### config.mk
export PLATFORM = sky130hd
export DESIGN_NAME = vd_scheduler
export DESIGN_NICKNAME = d
export VERILOG_FILES = /design/src/rtl/vd_sched_pkg.sv /design/src/rtl/vd_cmd_fifo.sv /design/src/rtl/vd_scheduler.sv
export SDC_FILE = /design/constraint.sdc
export NUM_CORES = 1
export LEC_CHECK = 0
export CAP_MARGIN = 0
export CORE_MARGIN = 3
export CORE_UTILIZATION = 34
export CTS_CLUSTER_DIAMETER = 200
export CTS_CLUSTER_SIZE = 28
export DETAILED_ROUTE_END_ITERATION = 10
export PLACE_DENSITY = 0.76
export SYNTH_ARGS = -nofsm -noshare
export SYNTH_HDL_FRONTEND = slang
export SYNTH_SLANG_ARGS = --single-unit
### constraint.sdc
create_clock -name clock -period 2.16 [get_ports clock]
set_input_delay 0.432 -clock clock [delete_from_list [all_inputs] [get_ports clock]]
set_output_delay 0.432 -clock clock [all_outputs]
set_load 0.03 [all_outputs]
### src/rtl/vd_sched_pkg.sv
`default_nettype none
// ============================================================================
// Package  : vd_sched_pkg
// Purpose  : Shared types and constants for the vector divider scheduler.
// Revision : 1.0 - initial release
// ============================================================================
package vd_sched_pkg;

  typedef enum logic [2:0] {
    IDLE      = 3'd0,
    LAUNCH    = 3'd1,
    WAIT_BUSY = 3'd2,
    RUN       = 3'd3,
    DONE      = 3'd4,
    SKIP      = 3'd5
  } vd_state_t;

  localparam int TIMEOUT_CYCLES = 16;
  localparam int DONE_CNT_W     = 16;
  localparam int TIMER_W        = 8;

  // The engine holds the RAM port from the start pulse until busy falls.
  function automatic logic engine_owns_ram(input vd_state_t state);
    return (state == LAUNCH) || (state == WAIT_BUSY) || (state == RUN);
  endfunction

endpackage
`default_nettype wire

### src/rtl/vd_cmd_fifo.sv
`default_nettype none
// ============================================================================
// Module   : vd_cmd_fifo
// Purpose  : Synchronous command FIFO with full/empty flags and same-cycle
//            push/pop. Head is presented combinationally.
// Revision : 1.0 - initial release
// ============================================================================
module vd_cmd_fifo #(
  parameter int WIDTH      = 10,
  parameter int DEPTH_LOG2 = 2
) (
  input  logic             clock,
  input  logic             reset,
  input  logic             push,
  input  logic             pop,
  input  logic [WIDTH-1:0] wdata,
  output logic [WIDTH-1:0] head,
  output logic             full,
  output logic             empty
);

  localparam int              c_depth   = 2 ** DEPTH_LOG2;
  localparam logic [DEPTH_LOG2:0] c_ptr_one = 1;

  logic [WIDTH-1:0]    r_mem [c_depth];
  logic [DEPTH_LOG2:0] r_wr_ptr;
  logic [DEPTH_LOG2:0] r_rd_ptr;
  logic                w_push;
  logic                w_pop;

  // Extra pointer bit distinguishes full from empty when the indices match.
  assign empty = (r_wr_ptr == r_rd_ptr);
  assign full  = (r_wr_ptr[DEPTH_LOG2] != r_rd_ptr[DEPTH_LOG2]) &&
                 (r_wr_ptr[DEPTH_LOG2-1:0] == r_rd_ptr[DEPTH_LOG2-1:0]);

  assign w_push = push && !full;
  assign w_pop  = pop && !empty;
  assign head   = r_mem[r_rd_ptr[DEPTH_LOG2-1:0]];

  always_ff @(posedge clock or negedge reset) begin
    if (!reset) begin
      r_wr_ptr <= '0;
      r_rd_ptr <= '0;
    end else begin
      if (w_push) r_wr_ptr <= r_wr_ptr + c_ptr_one;
      if (w_pop)  r_rd_ptr <= r_rd_ptr + c_ptr_one;
    end
  end

  always_ff @(posedge clock) begin
    if (w_push) r_mem[r_wr_ptr[DEPTH_LOG2-1:0]] <= wdata;
  end

endmodule
`default_nettype wire

### src/rtl/vd_scheduler.sv
`default_nettype none
// ============================================================================
// Module   : vd_scheduler
// Purpose  : Queues host jobs, launches the vector divider once per job and
//            arbitrates the single-port RAM between host and engine.
//            Build with VD_SCHED_TIMEOUT_EN for the WAIT_BUSY timeout / err.
// Revision : 1.0 - initial release
// ============================================================================
module vd_scheduler
  import vd_sched_pkg::*;
#(
  parameter int RAM_SIZE    = 10,
  parameter int NBITS       = 32,
  parameter int QDEPTH_LOG2 = 2
) (
  input  logic                  clock,
  input  logic                  reset,
  input  logic                  host_req,
  input  logic                  host_we,
  input  logic [RAM_SIZE-1:0]   host_addr,
  input  logic [NBITS-1:0]      host_wdata,
  output logic                  host_gnt,
  output logic [NBITS-1:0]      host_rdata,
  input  logic                  cmd_valid,
  input  logic [RAM_SIZE-1:0]   cmd_ndata,
  output logic                  cmd_ready,
  output logic [RAM_SIZE-1:0]   vd_ndata,
  output logic                  vd_startvd,
  input  logic                  vd_busyvd,
  input  logic [RAM_SIZE-1:0]   vd_addr,
  input  logic [NBITS-1:0]      vd_wdata,
  input  logic                  vd_wenable,
  output logic [NBITS-1:0]      vd_rdata,
  output logic [RAM_SIZE-1:0]   ram_addr,
  output logic [NBITS-1:0]      ram_wdata,
  output logic                  ram_wenable,
  input  logic [NBITS-1:0]      ram_rdata,
  output logic [DONE_CNT_W-1:0] done_count,
  output logic                  irq,
  output logic                  idle,
  output logic                  err
);

  localparam logic [DONE_CNT_W-1:0] c_done_one = 1;

  vd_state_t             r_state;
  logic [RAM_SIZE-1:0]   r_ndata;
  logic                  r_startvd;
  logic                  r_irq;
  logic [DONE_CNT_W-1:0] r_done_count;

  logic [RAM_SIZE-1:0]   w_head;
  logic                  w_full;
  logic                  w_empty;
  logic                  w_pop;
  logic                  w_timeout;
  logic                  w_engine_owns;

  vd_cmd_fifo #(
    .WIDTH      (RAM_SIZE),
    .DEPTH_LOG2 (QDEPTH_LOG2)
  ) u_cmd_fifo (
    .clock (clock),
    .reset (reset),
    .push  (cmd_valid),
    .pop   (w_pop),
    .wdata (cmd_ndata),
    .head  (w_head),
    .full  (w_full),
    .empty (w_empty)
  );

  // A timed-out job leaves the queue exactly like a completed one.
  assign w_pop = (r_state == DONE) || (r_state == SKIP) || w_timeout;

`ifdef VD_SCHED_TIMEOUT_EN
  localparam logic [TIMER_W-1:0] c_timer_last = TIMER_W'(TIMEOUT_CYCLES - 1);
  localparam logic [TIMER_W-1:0] c_timer_one  = 1;

  logic [TIMER_W-1:0] r_timer;
  logic               r_err;

  assign w_timeout = (r_state == WAIT_BUSY) && !vd_busyvd && (r_timer == c_timer_last);

  always_ff @(posedge clock or negedge reset) begin
    if (!reset) begin
      r_timer <= '0;
      r_err   <= 1'b0;
    end else begin
      if (r_state != WAIT_BUSY) r_timer <= '0;
      else if (!vd_busyvd)      r_timer <= r_timer + c_timer_one;
      if (w_timeout)            r_err   <= 1'b1;
    end
  end

  assign err = r_err;
`else
  assign w_timeout = 1'b0;
  assign err       = 1'b0;
`endif

  always_ff @(posedge clock or negedge reset) begin
    if (!reset) begin
      r_state      <= IDLE;
      r_ndata      <= '0;
      r_startvd    <= 1'b0;
      r_irq        <= 1'b0;
      r_done_count <= '0;
    end else begin
      r_startvd <= 1'b0;
      r_irq     <= 1'b0;
      case (r_state)
        IDLE: begin
          // Host access always wins; a queued job waits until req drops.
          if (!host_req && !w_empty) begin
            if (w_head == '0) begin
              r_state <= SKIP;
              r_irq   <= 1'b1;
            end else begin
              r_ndata   <= w_head;
              r_startvd <= 1'b1;
              r_state   <= LAUNCH;
            end
          end
        end
        LAUNCH: r_state <= WAIT_BUSY;
        WAIT_BUSY: begin
          if (vd_busyvd)      r_state <= RUN;
          else if (w_timeout) r_state <= IDLE;
        end
        RUN: begin
          if (!vd_busyvd) begin
            r_state <= DONE;
            r_irq   <= 1'b1;
          end
        end
        DONE, SKIP: begin
          r_done_count <= r_done_count + c_done_one;
          r_state      <= IDLE;
        end
        default: r_state <= IDLE;
      endcase
    end
  end

  assign w_engine_owns = engine_owns_ram(r_state);

  assign host_gnt    = host_req && (r_state == IDLE);
  assign ram_addr    = w_engine_owns ? vd_addr    : host_addr;
  assign ram_wdata   = w_engine_owns ? vd_wdata   : host_wdata;
  assign ram_wenable = w_engine_owns ? vd_wenable : (host_gnt && host_we);
  assign vd_rdata    = ram_rdata;
  assign host_rdata  = ram_rdata;

  assign cmd_ready  = !w_full;
  assign idle       = (r_state == IDLE) && w_empty;
  assign vd_ndata   = r_ndata;
  assign vd_startvd = r_startvd;
  assign irq        = r_irq;
  assign done_count = r_done_count;

endmodule
`default_nettype wire

==> metrics.log, run 1 <==
INFO  metric run_status = finished, violations left
INFO  metric violations = negative setup slack
INFO  metric transition_at_the_pin_with_the_smallest_max_transition_slack = 871.3 ps
INFO  metric place.port_buffers = 174
INFO  metric ys_seq_elements = 77
INFO  metric worst_setup_path_start_kind = register
INFO  metric clock-skew-final = 7.172 ps
INFO  metric chipWidth = 118.4 µm
INFO  metric floorplan.initialDensity = 35.33%
INFO  metric worst_slew_margin_rel = 41.91%
INFO  metric grt_max_degree = 38
INFO  metric critPathSlowestCell = sky130_fd_sc_hd__mux4_2
INFO  metric finalNetCount = 693
INFO  metric num_vias = 3449
INFO  metric timing.hold.ws = 221.1 ps
INFO  metric period_minus_slack = 2184 ps
INFO  metric number_of_antenna_violations_at_the_first_check_in_global_routing = 0
INFO  metric fp.dieH = 118.4 µm
INFO  metric path_clk_slew = 60 ps
INFO  metric cts.sinks = 77
INFO  metric grt_first_pass_wirelength = 21.49 mm
INFO  metric max_clock_freq = 457.8 MHz
INFO  metric cp-end-kind = register
INFO  metric cp_slowest_stage_delay = 540 ps
INFO  metric tritoncts.num_buffers = 9
INFO  metric first_iter_violations = 228
INFO  metric gp_routability_congestion = 0.9191
INFO  metric detailedRoute.firstPassIterationCount = 7
INFO  metric cellLeakagePower = 2.791 nW
INFO  metric post_detail_place_hpwl = 11.78 mm
INFO  metric max_cap_viol_count = 0
INFO  metric core_region_area = 12160 µm²
INFO  metric max-vdd-ir-drop = 0.0007600 V
INFO  metric post_route_cells_drive_above_1_share = 23.26%
INFO  metric worstSkewPairLatency = 330 ps
INFO  metric drcViolationCount = 0
INFO  metric detail_route.vias_per_cell = 4.744
INFO  metric final_min_period_over_clock_period = 101.1%
INFO  metric routed_wire_length_per_instance = 19.89 µm
INFO  metric final.setup.worst_slack = -24.33 ps
INFO  metric powerDensity = 1456 nW/µm²
INFO  metric synthCells = 412
INFO  metric switching_fraction_of_total_power = 43.16%
INFO  metric arrival = 2400 ps
INFO  metric required = 2370 ps
INFO  metric cts_buffer_depth = 2
INFO  metric setup_violations = 6
INFO  metric synth_nets = 551
INFO  metric seq_area_frac_synth = 49.50%
INFO  metric worst-setup-path-type = reg2reg
INFO  metric p_seq_share = 24.1%
INFO  metric critical_path_peak_fanout = 7
INFO  metric postPlaceCellArea = 5942 µm²
INFO  metric comb_power_share = 59.6%
INFO  metric ys.warnings.count = 0
INFO  metric design.die.area = 14020 µm²
INFO  metric clock_root_cell = sky130_fd_sc_hd__clkbuf_16
INFO  metric dp_slack = -94.66 ps
INFO  metric power_switching = 4.057 mW
INFO  metric total_wire_length = 14.46 mm
INFO  metric num_antenna_cells = 0
INFO  metric finish.utilization = 53.10%
INFO  metric synthesis.area_per_instance = 10.43 µm²
INFO  metric finalMaxSlewViolations = 0
INFO  metric groute.usage.overall = 20.04%
INFO  metric crit_chain = buf_12, mux4_2, nor4_4, a31oi_4, mux2_4
INFO  metric ioPinCount = 272
INFO  metric fp-row-count = 40
INFO  metric holdCritPathClass = in2async
INFO  metric clockPowerShare = 16.3%
INFO  metric grt_pass1_vias = 3613
INFO  metric ant_nets = 0
INFO  metric grt_overflow = 0
INFO  metric cts_max_level = 3
INFO  metric rsz0062_at_grt = yes
INFO  metric design_area = 6457 µm²
INFO  metric power.internal = 5.344 mW
INFO  metric syn-cell-area = 4297 µm²
INFO  metric clock_tree_from_tritoncts = done
INFO  metric hold_violations = 0
INFO  metric synthDistinctLibCells = 41
INFO  metric area_growth_syn_to_layout = 50.29%
-- area by class of cell --
| class | count | area (µm²) |
|---|---|---|
| inverter | 9 | 33.78 |
| multi-input combinational | 249 | 1713 |
| clock buffer | 9 | 225.2 |
| sequential | 77 | 2131 |
| timing repair buffer | 208 | 2063 |
| fill | 1028 | 5704 |
| clock inverter | 7 | 81.33 |
| tap | 168 | 210.2 |
-- through the flow --
stage	instances	setup TNS [ps]	power, mW
floorplan	412	0	5.406
global placement	702	-46.90	7.386
detailed placement	702	-793.1	7.519
CTS	721	-21.66	9.212
global route	727	-610.8	9.884
finish	727	-80.14	9.401
-- Yosys cell counts, drive strengths merged --
master	n	share of area, %
a311oi	1	0.20
xnor2	17	3.5
or2	1	0.15
or3	1	0.15
nor4	4	1.3
o31a	1	0.20
mux4	10	5.9
a311o	1	0.23
ha	6	1.7
nand2	148	13
and4	1	0.20
and2	6	0.87
and3	4	0.58
nor2b	1	0.15
xor2	8	1.6
nand3b	1	0.17
inv	9	0.79
a22o	1	0.20
nand2b	2	0.29
edfxtp	40	28
nor2	8	0.70
o22ai	2	0.29
clkbuf	9	0.79
conb	1	0.087
buf	68	12
nand3	3	0.35
a21oi	1	0.12
a31oi	2	0.64
dfrtp	37	22
nand4	5	0.73
o311ai	5	1.0
mux2	7	2.4
o21ai	1	0.12
-- flip-flops by register name, indices dropped and copies added (netlist names) --
| signal | count |
|---|---|
| u_cmd_fifo.r_mem | 40 |
| done_count | 16 |
| vd_ndata | 10 |
| r_state | 3 |
| u_cmd_fifo.r_rd_ptr | 3 |
| u_cmd_fifo.r_wr_ptr | 3 |
| irq | 1 |
| vd_startvd | 1 |
-- critical path: cells and delay by family, from the launching register on --
kind / cells / cell delay, ps
mux: 2 / 880
flops: 1 / 450
simple gates: 1 / 380
compound gates: 1 / 210
buf+inv: 1 / 140
-- cell usage in the layout, fill, tap and decap left out, drive strengths merged, types with 6 or more instances in the layout --
cell type      count
clkdlybuf4s50    127
mux4              10
xnor2             17
dfrtp             37
mux2               7
edfxtp            40
inv               12
ha                 6
nor2               8
and2               6
buf               81
nand2            148
clkbuf             9
xor2               8
-- power groups by stage --
| stage | clock network [mW] | registers (mW) | logic [mW] |
|---|---|---|---|
| 6_report | 1.53 | 2.27 | 5.60 |
| 5_1_grt | 1.64 | 2.30 | 5.94 |
| 4_1_cts | 1.57 | 2.25 | 5.39 |
| 3_5_place_dp | 0 | 2.26 | 5.26 |
| 3_3_place_gp | 0 | 2.24 | 5.14 |
| 2_1_floorplan | 0 | 2.41 | 3.00 |
-- metal layers --
layer  part of all wire, %  GRT usage, %
met1                    33         20.58
met2                    58         40.01
met3                   6.9         5.120
met4                   2.0         4.779
met5                     0             0
-- worst paths after layout --
path / start / end / slack, ps / cells past startpoint
worst max-delay path: u_cmd_fifo.r_rd_ptr[0] / vd_ndata[2] / -20 / 5
worst min-delay path: reset / vd_ndata[9] / 220 / 1
worst max register to register: u_cmd_fifo.r_rd_ptr[0] / vd_ndata[2] / -20 / 5
worst min register to register: done_count[15] / done_count[15] / 470 / 1
max in group asynchronous: reset / r_state[2] / 1340 / 1
min in group clock: done_count[15] / done_count[15] / 470 / 1
-- cells by family (layout without fill, tap and decap cells) --
kind of cell / after synthesis / in the layout / synth area share [%]
AND/OR/NAND/NOR: 185 / 185 / 18.55
buffers and inverters: 86 / 233 / 13.77
flip-flops: 77 / 77 / 49.50
XOR/XNOR: 25 / 25 / 5.096
multiplexers: 17 / 17 / 8.212
AO/OA/AOI/OAI: 15 / 15 / 3.029
adder cells (fa/ha/maj): 6 / 6 / 1.747
other: 1 / 1 / 0.08728
-- repair_timing --
item	4_1_cts	5_1_grt
pin swaps	5	8
resized for setup	10	20
hold buffers	0	0
setup buffers	3	6
setup endpoints to repair	58	85
Note: power is estimated with default switching activity, not from simulation.
==> inputs of run 2 (changes only) <==
Settings changed: CORE_MARGIN 3 to 5.
==> run 2 against run 1 <==
Against the previous run: the run still ends with negative setup slack left; worst setup slack worse by 1.2 ps; total power down 3.2%; final area down 1.8%; sequential share of layout area up 0.60 points; first-iteration DRC count down 7.9%; global-route usage down 1.9 points; sequential power about the same; critical path type unchanged; maximum frequency about the same.
==> metrics.log, run 2 (same netlist as run 1, synthesis figures left out) <==
INFO  metric first_iter_violations = 210 (-7.9%)
INFO  metric dp.cells = 710 (+1.1%)
INFO  metric grt_max_degree = 38 (unchanged)
INFO  metric place.port_buffers = 174 (unchanged)
INFO  metric final_min_period_over_clock_period = 101.2% (about the same)
INFO  metric floorplan.initialDensity = 34.33% (-1.0 points)
INFO  metric post_detail_place_hpwl = 11.36 mm (-3.6%)
INFO  metric max-vdd-ir-drop = 0.001016 V (+34%)
INFO  metric area_growth_syn_to_layout = 47.52%
INFO  metric ant_nets = 0 (unchanged)
INFO  metric worst_setup_path_start_kind = register
INFO  metric hold_violations = 0 (unchanged)
INFO  metric post_route_cells_drive_above_1_share = 22.90% (-0.36 points)
INFO  metric number_of_antenna_violations_at_the_first_check_in_global_routing = 1 (+1)
INFO  metric groute.usage.overall = 18.18% (-1.9 points)
INFO  metric clock_tree_from_tritoncts = done
INFO  metric arrival = 2410 ps (about the same)
INFO  metric fillerInstances = 1108 (+7.8%)
INFO  metric cts_buffer_depth = 2 (unchanged)
INFO  metric routed_wire_length_per_instance = 19.18 µm (-3.6%)
INFO  metric finalMaxSlewViolations = 0 (unchanged)
INFO  metric gp_routability_congestion = 0.8224 (-11%)
INFO  metric chipWidth = 122.4 µm (+3.4%)
INFO  metric max_cap_viol_count = 0 (unchanged)
INFO  metric cts.sinks = 77 (unchanged)
INFO  metric detail_route.vias_per_cell = 4.704 (-0.86%)
INFO  metric clock_root_cell = sky130_fd_sc_hd__clkbuf_16
INFO  metric clock-skew-final = 5.289 ps (-1.883 ps)
INFO  metric core_region_area = 12520 µm² (+2.9%)
INFO  metric dp_slack = -148.0 ps (-53.35 ps)
INFO  metric grt_pass1_vias = 3543 (-1.9%)
INFO  metric fp-row-count = 41 (+2.5%)
INFO  metric grt_first_pass_wirelength = 20.22 mm (-5.9%)
INFO  metric finish.utilization = 50.64% (-2.5 points)
INFO  metric mostFrequentLayoutCell = sky130_fd_sc_hd__nand2_1
INFO  metric holdCritPathClass = reg2reg
INFO  metric number_of_flip_flops_under_the_largest_register_name = 40 (unchanged)
INFO  metric fin_total_pwr = 9.103 mW (-3.2%)
INFO  metric drcViolationCount = 0 (unchanged)
INFO  metric ioPinCount = 272 (unchanged)
INFO  metric worstSkewPairLatency = 340 ps (about the same)
INFO  metric grt_overflow = 0 (unchanged)
INFO  metric path_clk_slew = 60 ps (about the same)
INFO  metric num_vias = 3443 (-0.17%)
INFO  metric setup_violations = 6 (unchanged)
INFO  metric final_cells = 732 (+0.69%)
INFO  metric cp-end-kind = register
INFO  metric fp.dieH = 122.4 µm (+3.4%)
INFO  metric max_clock_freq = 457.6 MHz (about the same)
INFO  metric cts_max_level = 3 (unchanged)
INFO  metric mostFrequentLayoutCells = 146 x sky130_fd_sc_hd__nand2_1, 128 x sky130_fd_sc_hd__clkdlybuf4s50_1, 66 x sky130_fd_sc_hd__buf_4, 40 x sky130_fd_sc_hd__edfxtp_1, 35 x sky130_fd_sc_hd__dfrtp_1
INFO  metric final.setup.worst_slack = -25.49 ps (-1.166 ps)
INFO  metric violations = negative setup slack
INFO  metric required = 2380 ps (about the same)
INFO  metric powerDensity = 1436 nW/µm² (-1.4%)
INFO  metric design.die.area = 14990 µm² (+6.9%)
INFO  metric rsz0062_at_grt = yes
INFO  metric worst-setup-path-type = reg2reg
INFO  metric cts.hold.buffers_added = 0 (unchanged)
INFO  metric finalNetCount = 693 (unchanged)
INFO  metric total_wire_length = 14.04 mm (-2.9%)
INFO  metric detailedRoute.firstPassIterationCount = 4 (-3)
INFO  metric tritoncts.num_buffers = 9 (unchanged)
INFO  metric critical_path_peak_fanout = 7 (unchanged)
INFO  metric period_minus_slack = 2185 ps (+1.166 ps)
INFO  metric run_status = finished, violations left
INFO  metric cellLeakagePower = 2.719 nW (-2.6%)
## run 2: per-stage QoR
step	hold WS, ps	setup TNS, ps	area, µm²
floorplan	136.4	0	4303
global placement	456.9	-113.2	5887
detailed placement	466.8	-882.7	5887
CTS	477.2	-225.3	6237
global route	513.7	-835.4	6339
finish	473.8	-115.2	6339
## run 2: final cells by class
class                           instances  area (µm²)  share of cell area [%]
Clock inverter                          7       61.31                  0.9672
Multi-Input combinational cell        249        1668                   26.31
Tap cell                              172       215.2                   3.395
Timing Repair Buffer                  208        2003                   31.60
Inverter                                9       33.78                  0.5330
Sequential cell                        77        2130                   33.60
Clock buffer                            9       225.2                   3.553
Antenna cell                            1       2.502                 0.03948
## run 2: report_power, final
group	total (mW)	internal, mW	leakage (nW)	switching, mW
Combinational	5.43	2.34	1.74	3.09
Clock	1.43	0.801	0.135	0.628
Sequential	2.24	1.95	0.842	0.296
Total	9.10	5.09	2.72	4.01
## run 2: final timing paths
| path | startpoint | slack (ps) | depth (start not counted) | endpoint |
|---|---|---|---|---|
| max in group asynchronous | reset | 1300 | 2 | u_cmd_fifo.r_rd_ptr[1] |
| worst max-delay path | u_cmd_fifo.r_rd_ptr[0] | -30 | 4 | vd_ndata[7] |
| min in group asynchronous | reset | 510 | 2 | done_count[12] |
| worst min register to register | done_count[15] | 470 | 1 | done_count[15] |
| worst max register to register | u_cmd_fifo.r_rd_ptr[0] | -30 | 4 | vd_ndata[7] |
| worst min-delay path | done_count[15] | 470 | 1 | done_count[15] |
## run 2: repair_timing
action                     CTS  global route
pin swaps                    4             5
hold endpoints to repair     0             0
setup endpoints to repair   47            41
buffers inserted             1             3
cloned                       1             0
gates resized for setup     12            17
## run 2: metal layers
metal | vias to the layer above | share of wire, % | GRT usage, %
li1 | 1605 | - | -
met1 | 1621 | 33 | 19.40
met2 | 200 | 56 | 34.56
met3 | 17 | 8.8 | 4.424
met4 | 0 | 1.6 | 6.508
met5 | - | 0 | 0
## run 2: critical path, cell delays in order, from the launching register on
cell	delay (ps)
sky130_fd_sc_hd__dfrtp_2	440
sky130_fd_sc_hd__mux4_1	680
sky130_fd_sc_hd__nor4_4	390
sky130_fd_sc_hd__a31oi_4	220
sky130_fd_sc_hd__mux2_4	340
==> inputs of run 3 (changes only) <==
Settings changed: CTS_BUF_LIST set to sky130_fd_sc_hd__clkbuf_2 sky130_fd_sc_hd__clkbuf_4 sky130_fd_sc_hd__clkbuf_8, HOLD_SLACK_MARGIN set to 0.03.
==> run 3 against run 2 <==
Against the previous run: the flow still finishes with violations (negative setup slack); worst hold slack better by 6.8 ps; total power up 5.7%; global-route usage about the same; worst setup slack better by 23 ps; clock skew up 2.5 ps; die area unchanged; core utilization up 2.4 points; register-to-register slack better by 40 ps; final cell count up 0.96%; final area up 4.7%; via count up 2.9%; critical endpoint is now ram_wdata[1].
==> metrics.log, run 3 (same netlist as run 1, synthesis figures left out) <==
INFO  metric place.port_buffers = 174 (unchanged)
INFO  metric detailedRoute.firstPassIterationCount = 5 (+1)
INFO  metric arrival = 1730 ps (-680 ps)
INFO  metric final_min_period_over_clock_period = 100.1% (-1.0 points)
INFO  metric number_of_flip_flops_under_the_largest_register_name = 40 (unchanged)
INFO  metric cp_slowest_stage_delay = 410 ps (-270 ps)
INFO  metric ioPinCount = 272 (unchanged)
INFO  metric path_clk_slew = 80 ps (+20 ps)
INFO  metric required = 1730 ps (-650 ps)
INFO  metric holdCritPathClass = in2async
INFO  metric num_vias = 3543 (+2.9%)
INFO  metric groute.usage.overall = 18.15% (-0.033 points)
INFO  metric critPathSlowestCell = sky130_fd_sc_hd__dfrtp_1
INFO  metric detail_route.vias_per_cell = 4.794 (+1.9%)
INFO  metric setup_violations = 2 (-4)
INFO  metric timing.hold.ws = 480.6 ps (+6.783 ps)
INFO  metric post_route_cells_drive_above_1_share = 29.33% (+6.4 points)
INFO  metric ant_nets = 0 (unchanged)
INFO  metric critical_path_peak_fanout = 10 (+3)
INFO  metric tritoncts.num_buffers = 9 (unchanged)
INFO  metric finalNetCount = 700 (+1.0%)
INFO  metric max_cap_viol_count = 0 (unchanged)
INFO  metric cp-end-kind = output port
INFO  metric mostFrequentLayoutCell = sky130_fd_sc_hd__clkdlybuf4s50_1
INFO  metric run_status = finished, violations left
INFO  metric fp.dieH = 122.4 µm (unchanged)
INFO  metric fin_total_pwr = 9.621 mW (+5.7%)
INFO  metric period_minus_slack = 2163 ps (-22.51 ps)
INFO  metric crit_chain = buf_6, or2_4, clkbuf_16, nand2_1, nand2_1, buf_6
INFO  metric grt_first_pass_wirelength = 20.22 mm (unchanged)
INFO  metric cts_max_level = 3 (unchanged)
INFO  metric drcViolationCount = 0 (unchanged)
INFO  metric violations = negative setup slack
INFO  metric grt_overflow = 0 (unchanged)
INFO  metric rsz0062_at_grt = yes
INFO  metric routed_wire_length_per_instance = 20.45 µm (+6.6%)
INFO  metric worstSkewPairLatency = 360 ps (+20 ps)
INFO  metric grt_max_degree = 38 (unchanged)
INFO  metric floorplan.initialDensity = 34.33% (unchanged)
INFO  metric cpLargestDelayFamily = simple AND/OR/NAND/NOR gates
INFO  metric hold_violations = 0 (unchanged)
INFO  metric worst-setup-path-type = reg2out
INFO  metric clock_root_cell = sky130_fd_sc_hd__clkbuf_8
INFO  metric grt_pass1_vias = 3521 (-0.62%)
INFO  metric bufs_and_invs_on_worst_path = 3 (+3)
INFO  metric total_wire_length = 15.11 mm (+7.7%)
INFO  metric finalMaxSlewViolations = 0 (unchanged)
INFO  metric core_region_area = 12520 µm² (unchanged)
INFO  metric mostFrequentLayoutCells = 128 x sky130_fd_sc_hd__clkdlybuf4s50_1, 117 x sky130_fd_sc_hd__nand2_1, 45 x sky130_fd_sc_hd__buf_6, 40 x sky130_fd_sc_hd__edfxtp_1, 35 x sky130_fd_sc_hd__dfrtp_1
INFO  metric regToRegSetupSlack = 10 ps (+40 ps)
INFO  metric fp-row-count = 41 (unchanged)
INFO  metric chipWidth = 122.4 µm (unchanged)
INFO  metric powerDensity = 1450 nW/µm² (+0.99%)
INFO  metric max_clock_freq = 462.3 MHz (+1.0%)
INFO  metric first_iter_violations = 239 (+14%)
INFO  metric cts_buffer_depth = 2 (unchanged)
INFO  metric gp_routability_congestion = 0.8224 (unchanged)
INFO  metric max-vdd-ir-drop = 0.0009836 V (-3.2%)
INFO  metric clock_tree_from_tritoncts = done
INFO  metric finish.utilization = 53.00% (+2.4 points)
INFO  metric worst_setup_path_start_kind = register
INFO  metric final.setup.worst_slack = -2.985 ps (+22.51 ps)
INFO  metric number_of_antenna_violations_at_the_first_check_in_global_routing = 1 (unchanged)
INFO  metric cellLeakagePower = 2.812 nW (+3.4%)
INFO  metric area_growth_syn_to_layout = 54.40%
INFO  metric clock-skew-final = 7.750 ps (+2.461 ps)
INFO  metric design.die.area = 14990 µm² (unchanged)
INFO  metric post_detail_place_hpwl = 11.36 mm (unchanged)
INFO  metric cts.sinks = 77 (unchanged)
INFO  metric setup_total_negative_slack = -5.529 ps (+109.7 ps)
-- run 3: changes by cell type in the layout (fill, tap and decap cells not counted), moves of 2 or more --
cell and delta:
sky130_fd_sc_hd__buf_12 +3, sky130_fd_sc_hd__nand2_1 -29, sky130_fd_sc_hd__buf_4 -37, sky130_fd_sc_hd__nand2_4 +5
sky130_fd_sc_hd__buf_6 +38, sky130_fd_sc_hd__clkbuf_16 -7, sky130_fd_sc_hd__nand2_2 +23, sky130_fd_sc_hd__mux4_2 +2
sky130_fd_sc_hd__clkbuf_8 +9, sky130_fd_sc_hd__mux4_1 -2
-- run 3: metal layers --
layer | track usage (%) | routed length (µm)
met1 | 19.47 | 5088
met3 | 4.147 | 1170
met5 | 0 | 0
met4 | 6.718 | 380
met2 | 34.46 | 8474
-- run 3: worst paths after layout --
check	from	end	depth (start not counted)
max in group asynchronous	reset	u_cmd_fifo.r_rd_ptr[0]	2
worst max register to register	u_cmd_fifo.r_rd_ptr[0]	vd_ndata[1]	5
worst max-delay path	r_state[2]	ram_wdata[1]	6
min in group clock	done_count[15]	done_count[15]	1
worst min register to register	done_count[15]	done_count[15]	1
worst min-delay path	reset	done_count[7]	2
-- run 3: through the flow --
| stage | area, µm² | instances | setup slack [ps] |
|---|---|---|---|
| after global routing | 6634 | 739 | -84.14 |
| after CTS | 6151 | 728 | -32.70 |
| after floorplan | 4303 | 412 | 39.70 |
| after global placement | 5887 | 710 | -19.44 |
| after detailed placement | 5887 | 710 | -148.0 |
| final | 6634 | 739 | -2.985 |
-- run 3: where the power goes --
group          total [mW]  internal [mW]  switching [mW]
combinational        6.36           2.90            3.46
sequential           2.23           1.94           0.288
clock                1.03          0.440           0.585
-- run 3: what timing repair did --
item	in CTS	in global routing
cloned	1	2
hold buffers	0	0
setup buffers	1	8
hold endpoints to repair	0	0
resized for setup	18	94
setup endpoints to repair	58	58
pin swaps	8	19
-- run 3: worst register-to-register path: cells and delay by family, from the launching register on --
kind	cells	cell delay [ps]
buffers and inverters	1	130
multiplexers	2	890
flip-flops	1	420
AND/OR/NAND/NOR	1	370
AO/OA/AOI/OAI	1	220
-- run 3: area by class of cell --
cell class	instances	area (µm²)
timing repair buffer	215	2278
antenna	1	2.502
clock inverter	7	61.31
tap	172	215.2
multi-input combinational	249	1789
clock buffer	9	123.9
inverter	9	33.78
fill	1105	5883
sequential	77	2130
==> variant, RTL diff (config.mk and constraints of run 3) <==
Register the output `done_count` once more; this adds one clock of latency there. The other outputs are not delayed to match.
--- a/src/rtl/vd_scheduler.sv
+++ b/src/rtl/vd_scheduler.sv
@@ -159,3 +159,5 @@
   assign irq        = r_irq;
-  assign done_count = r_done_count;
+  always_ff @(posedge clock) begin
+    done_count <= r_done_count;
+  end
 
Formal check against the unedited RTL: not equivalent (Yosys sat finds a counterexample within 4 cycles, from zero or initial values and one cycle with reset low).
==> variant against run 3 <==
- the flow still finishes with violations (negative setup slack)
- count of clock-buffer cells in the layout is the same
- core utilization up 1.3 points
- sequential cell count up 16
- design area up 8.8%
- routed wire length increased by 5.4%
- total power grew 12%
- setup slack got worse by 4.8 ps
- fmax shrank 0.22%
- final cell count increased by 2.7%
- worst hold slack worse by 94 ps
- clock power is 19% higher
- critical path depth fell by 1
- synthesized area up 7.4%
- critical path type is now flop to flop
- highest routed layer unchanged
==> variant: results (changes against run 3) <==
For the routed length on met1, the log shows 5260 um (+3.3%). The run gives -12.8 ps (-7.30 ps) as the aggregate negative setup slack. The total global-route track usage came out at 16.9% (-1.3 points). STA classifies the critical path endpoint as a flop. The clock-pin transition on the worst setup and hold timing paths is 100 ps (+20 ps).

The tools report the worst hold slack as 387 ps (-93.8 ps). The destination of the worst register-to-register timing path is vd_ndata[2]. The worst clock skew was 9.89 ps (+2.14 ps); the post-CTS repair timing setup buffer count was 7 (+6).

The run gives 427 (+3.6%) as the number of instances in the synthesized netlist. The net count of the mapped netlist is 566 (+2.7%), and the global-route track usage on met1 is 18.2% (-1.2 points). The min-delay analysis places its worst path in the category flop to flop. The fraction of final layout cells with drive strength greater than 1 was 37.0% (+7.7 points); the fill cell instance count of the final layout was 1077 (-2.5%).

The run gives 1120 um (-3.9%) as the met3 wirelength from detailed routing. The tools report the arrival time of data at the critical path endpoint as 2440 ps (+710 ps). The number of vias per cell after detailed routing was 4.80 (+0.14%); the count of inserted antenna diode cells was 0 (-1).

Met3 layer usage reported by global route: 4.71% (+0.56 points). The post-placement setup slack is -217 ps (-69.4 ps). The kind of cell with the highest combined delay along the critical path is multiplexers. On the critical path, the stage with the largest delay is an instance of sky130_fd_sc_hd__mux4_2. Met2 usage: 31.9% (-2.5 points). The logs give 4 (+2) for the final setup violation count and 25 (+7) for the number of resized instances in the post-cts repair step. The total length of routed wires was 15900 um (+5.4%). The post-place instance area was 6180 um2 (+4.9%).

The checks that failed: negative setup slack. The proportion of synthesized flip-flops having asynchronous set or reset is 39.8% (-8.3 points). The setup slack of the critical path after layout is -7.78 ps (-4.80 ps). For the maximum VDD drop, the log shows 1.04 mV (+5.3%). The run finished, with violations left. The tools report the number of cells in the design after placement as 723 (+1.8%). The placer's final routability congestion estimate is 0.888 (+7.9%). Sorting the synthesized cells by area gives the leading types as sky130_fd_sc_hd__edfxtp_1 (26%), sky130_fd_sc_hd__dfrtp_1 (20%), sky130_fd_sc_hd__nand2_1 (12%).

For the DRC marker count from the first detailed-route iteration, the log shows 161 (-33%). Compared with the post-synthesis result, the final layout area differs by 56.5%. The delay contributed by the slowest stage of the critical path works out to 540 ps (+130 ps).
==> variant: logic make-up (layout without fill, tap and decap cells) <==
group                      count (synthesis)  count (layout)  share of synthesized area, %
xor gates and xnor gates                  25              25                          4.75
buffers and inverters                     86             242                          12.8
muxes                                     18              18                          7.89
DFF                                       93              93                          53.1
and+or+nand+nor                          183             183                          17.0
adders and majority gates                  6               6                          1.63
AOI/OAI and AO/OA                         15              15                          2.82
other                                      1               1                        0.0813
==> variant: final cells by class <==
type / instances / area share [%]
Timing Repair Buffer: 217 / 32.6
Multi-Input combinational cell: 248 / 27.0
Tap cell: 176 / 3.05
Inverter: 9 / 0.468
Sequential cell: 93 / 33.9
Clock inverter: 7 / 1.21
Clock buffer: 9 / 1.72
==> variant: power by group <==
| part | leakage [nW] | switching, W | total [W] | internal [W] |
|---|---|---|---|---|
| Combinational | 1.97 | 0.00375 | 0.00699 | 0.00324 |
| Sequential | 0.971 | 0.000292 | 0.00256 | 0.00227 |
| Clock | 0.109 | 0.000664 | 0.00123 | 0.000565 |
